File: config.mk
export PLATFORM = sky130hd
export DESIGN_NAME = ram_burst_ctrl
export DESIGN_NICKNAME = d
export VERILOG_FILES = /design/src/rtl/ram_ctrl_pkg.sv /design/src/rtl/ram_burst_ctrl.sv
export SDC_FILE = /design/constraint.sdc
export NUM_CORES = 1
export LEC_CHECK = 0
export ABC_AREA = 1
export BUFFER_PORTS_ARGS = -buffer_cell sky130_fd_sc_hd__buf_2
export CAP_MARGIN = 20
export CORE_MARGIN = 3
export CORE_UTILIZATION = 30
export CTS_CLUSTER_DIAMETER = 60
export DETAILED_ROUTE_END_ITERATION = 8
export GPL_ROUTABILITY_DRIVEN = 0
export SETUP_SLACK_MARGIN = 0.05
export SLEW_MARGIN = 20
export SYNTH_ARGS = -nofsm -noshare
export SYNTH_HDL_FRONTEND = slang
export SYNTH_SLANG_ARGS = --single-unit
File: constraint.sdc
create_clock -name clk -period 1.25 [get_ports clk]
set_input_delay 0.1875 -clock clk [delete_from_list [all_inputs] [get_ports clk]]
set_output_delay 0.1875 -clock clk [all_outputs]
set_load 0.005 [all_outputs]
File: src/rtl/ram_ctrl_pkg.sv
// Shared types and default widths for the RAM burst controller.
package ram_ctrl_pkg;

    localparam int unsigned DEFAULT_ADDR_WIDTH = 9;
    localparam int unsigned DEFAULT_DATA_WIDTH = 6;

    typedef enum logic [1:0] {
        IDLE,
        WR,
        RD,
        DONE
    } state_t;

endpackage

File: src/rtl/ram_burst_ctrl.sv
// Burst controller bridging a request/stream interface onto a single-port RAM
// with synchronous write and combinational read.
module ram_burst_ctrl
    import ram_ctrl_pkg::*;
#(
    parameter int unsigned ADDR_WIDTH = DEFAULT_ADDR_WIDTH,
    parameter int unsigned DATA_WIDTH = DEFAULT_DATA_WIDTH
) (
    input  logic                  clk,
    input  logic                  rst,
    input  logic                  req_valid,
    output logic                  req_ready,
    input  logic                  req_write,
    input  logic [ADDR_WIDTH-1:0] req_addr,
    input  logic [ADDR_WIDTH-1:0] req_len,
    input  logic [DATA_WIDTH-1:0] wr_data,
    input  logic                  wr_valid,
    output logic                  wr_ready,
    output logic [DATA_WIDTH-1:0] rd_data,
    output logic                  rd_valid,
    input  logic                  rd_ready,
    output logic                  busy,
    output logic                  done,
    output logic [ADDR_WIDTH-1:0] mem_addr,
    output logic                  mem_write,
    output logic [DATA_WIDTH-1:0] mem_wdata,
    output logic                  mem_read,
    input  logic [DATA_WIDTH-1:0] mem_rdata
);

    state_t                state;
    state_t                state_next;
    logic [ADDR_WIDTH-1:0] addr;
    logic [ADDR_WIDTH-1:0] count;
    logic                  xfer;

    always_ff @(posedge clk or posedge rst) begin
        if (rst) begin
            state <= IDLE;
        end else begin
            state <= state_next;
        end
    end

    always_comb begin
        state_next = state;
        req_ready  = 1'b0;
        wr_ready   = 1'b0;
        busy       = 1'b1;
        done       = 1'b0;
        mem_addr   = '0;
        mem_write  = 1'b0;
        mem_wdata  = '0;
        mem_read   = 1'b0;
        xfer       = 1'b0;
        case (state)
            IDLE: begin
                busy      = 1'b0;
                req_ready = 1'b1;
                if (req_valid) begin
                    state_next = req_write ? WR : RD;
                end
            end
            WR: begin
                wr_ready = 1'b1;
                mem_addr = addr;
                if (wr_valid) begin
                    mem_write = 1'b1;
                    mem_wdata = wr_data;
                    xfer      = 1'b1;
                    if (count == '0) begin
                        state_next = DONE;
                    end
                end
            end
            RD: begin
                mem_addr = addr;
                // Only read when the output register can take the word.
                if (!rd_valid || rd_ready) begin
                    mem_read = 1'b1;
                    xfer     = 1'b1;
                    if (count == '0) begin
                        state_next = DONE;
                    end
                end
            end
            DONE: begin
                // Write bursts never hold rd_valid, so they leave after one cycle.
                if (!rd_valid || rd_ready) begin
                    done       = 1'b1;
                    state_next = IDLE;
                end
            end
            default: state_next = IDLE;
        endcase
    end

    always_ff @(posedge clk or posedge rst) begin
        if (rst) begin
            addr     <= '0;
            count    <= '0;
            rd_data  <= '0;
            rd_valid <= 1'b0;
        end else begin
            if (state == IDLE && req_valid) begin
                addr  <= req_addr;
                count <= req_len;
            end else if (xfer) begin
                addr  <= addr + ADDR_WIDTH'(1);
                count <= count - ADDR_WIDTH'(1);
            end

            if (state == RD && xfer) begin
                rd_data  <= mem_rdata;
                rd_valid <= 1'b1;
            end else if (rd_valid && rd_ready) begin
                rd_valid <= 1'b0;
            end
        end
    end

endmodule

==> results_dict.tcl <==
set metrics [dict create \
    synth_area_leaders "dfrtp_1 35%, nand2_1 22%, inv_1 8.4%, nand3_1 6.2%, nor2_1 4.3%" \
    yosysSeqAreaShare_pct 35.1 \
    ctsLongestPathBuffers 2 \
    stdcell_count 465 \
    cp_max_fo 10 \
    wl_um 5130 \
    viasPerCell 4.40 \
    violations "setup timing" \
    cts_buffers 3 \
    fin_crit_sh_pct 123 \
    avgSynthCellArea_um2 6.72 \
    arrival_ns 1.35 \
    clk_pin_slew_worst_paths_ns 0.09 \
    area_growth_pct 44.6 \
    clock-skew-final_ns 0.00630 \
    port-buffer-count 63 \
    hold_viol 0 \
    yosysMostFrequentCell "nand2_1" \
    die_h_um 86.1 \
    syn_inst 286 \
    p_leak_nw 1.63 \
    hold_path.class "input pin to register" \
    clock_latency_ns 0.27 \
    start_util_pct 31.7 \
    synth-edff-count 0 \
    drc_errors 0 \
    clock.fmax_mhz 650 \
    die_area_um2 7410 \
    hpwl_um 3820 \
    start_kind "register" \
    grt_overflow 0 \
    grtUsageTotal_pct 14.3 \
    drv_slew 0 \
    reg2reg_slack_ns -0.27 \
    grt_max_degree 28 \
    required_ns 1.06 \
    multi_input_area_um2 1110 \
    drtIter0Drc 86 \
    netlist.area_leader.share_pct 35.1 \
    vias 2045 \
    synth_area_um2 1920 \
    synth.top_cells.by_count "111 x nand2_1, 43 x inv_1, 27 x dfrtp_1" \
    antenna_found_initial 0 \
    finish.instance_area_um2 2780 \
    wire_per_inst_um 11.0 \
    hold_end "rd_data[4]" \
    synthArstFlopShare_pct 100 \
    dpl_cell_area_um2 2550 \
    synth-warning-count 0 \
    grt_pass1_wl_um 8620 \
    hold_depth 3 \
    htree_levels 1 \
    rows 28 \
    crit_path_max_incr_delay_ns 0.39 \
    synth_flop_cell "dfrtp_1" \
    powerDensity_nw_per_um2 2420 \
    slowest_stage "dfrtp_1" \
    synth-seq-cells 27 \
    synthDistinctLibCells 27 \
    nFillCells 645 \
    reg2reg_depth 9 \
    worst_r2r_endpoint "count[1]" \
    status "finished, violations left" \
    drtAntennaViolNets 0 \
    dpl.cell_count 446 \
    synth_area_leader_cell "dfrtp_1" \
    end_kind "primary output" \
    rsz0062_at_grt "yes" \
    root_buffer "clkbuf_8" \
    setup_slack_ns -0.289 \
    final_core_util_pct 45.9 \
    die_w_um 86.1 \
    r2r_start "state[0]" \
    slew_headroom_pct 75.4 \
    finalCriticalPeriod_ns 1.54 \
    antenna_cells 0 \
    num_io_pins 64 \
    crit_chain "inv_2 > ha_4 > buf_8 > nand2_1 > inv_1 > buf_2" \
    ir_worst_vdd_mv 0.945 \
    first_pass_iters 4 \
    setup_viol 48 \
    tightestPinTransition_ns 0.370 \
    hp-start "mem_rdata[4]" \
    seqCellArea_um2 676 \
    grt_pass1_vias 1944 \
    drv_cap 0 \
    drive_gt1_share_pct 37.9 \
    final_nets 433 \
    crit_type "register to primary output" \
    cts_tree "built" \
    synth_nets 328 \
    cts_sinks 27 \
    core_um2 6060 \
]
[report_power, final]
group	internal, W	switching [W]
Combinational	0.00220	0.00242
Clock	0.000229	0.000272
Sequential	0.00128	0.000335
[per-stage QoR]
stage                     hold WS [ns]  worst slack, ns  power (W)  TNS [ns]
after global routing             0.114           -0.399    0.00743    -15.81
after floorplan                  0.240           -0.115    0.00433     -2.46
final                            0.110           -0.289    0.00674    -11.37
after detailed placement         0.279           -0.244    0.00564     -6.19
after global placement           0.271           -0.172    0.00556     -4.80
after CTS                        0.104           -0.313    0.00670    -11.92
[state kept, by name (all words and copies together), names as in the netlist]
name and count:
count 9, addr 9, state 2, rd_valid 1, rd_data 6
[worst max-delay path by stage]
| stage | start | end | slack (ns) | cells past startpoint |
|---|---|---|---|---|
| detailed placement | state[0] | count[4] | -0.24 | 9 |
| global route | state[0] | mem_addr[1] | -0.40 | 6 |
| finish | state[0] | mem_addr[8] | -0.29 | 6 |
| floorplan | state[1] | count[0] | -0.12 | 9 |
| global placement | state[0] | addr[8] | -0.17 | 9 |
| CTS | state[0] | mem_addr[8] | -0.31 | 6 |
[worst max-delay path, delay by kind of cell, from the launching register on]
| kind | cells | cell delay [ns] |
|---|---|---|
| fa+ha+maj | 1 | 0.29 |
| buf+inv | 4 | 0.34 |
| simple gates | 1 | 0.05 |
| flops | 1 | 0.39 |
[metal layers]
metal	track usage, %	vias up	part of all wire, %	wire (µm)
met3	2.31	2	4.5	232
met5	0	-	0	0
met1	18.0	921	45	2300
met2	25.6	42	50	2570
met4	3.02	0	0.49	25
li1	-	1080	-	-
[placed cells by master, fill, tap and decap left out, drive strengths merged, types with 3 or more instances in the layout]
cell,instances
a21oi,3
buf,103
clkbuf,4
dfrtp,27
ha,6
inv,46
nand2,122
nand3,27
nor2,25
o21ai,15
or2,6
[cells by family after synthesis]
kind of cell             Yosys count  synth area share, %
flip-flops                        27                 35.1
adder cells (fa/ha/maj)            6                 3.90
buffers and inverters             52                 12.0
AO/OA/AOI/OAI                     20                 6.57
AND/OR/NAND/NOR                  181                 42.4
[timing repair]
| item | 4_1_cts | 5_1_grt |
|---|---|---|
| cloned | 2 | 0 |
| resized for setup | 11 | 8 |
| buffers inserted | 7 | 6 |
| pin swaps | 3 | 3 |
| endpoints found under the setup margin | 48 | 48 |
| hold buffers | 1 | 0 |
| endpoints found under the hold margin | 27 | 0 |
[area by class of cell]
| cell class | instances | area share (%) |
|---|---|---|
| Timing Repair Buffer | 104 | 24.1 |
| Clock buffer | 4 | 1.62 |
| Multi-Input combinational cell | 209 | 40.1 |
| Inverter | 46 | 6.57 |
| Sequential cell | 27 | 24.3 |
| Tap cell | 75 | 3.38 |
Power figures use the tool's default switching activity.
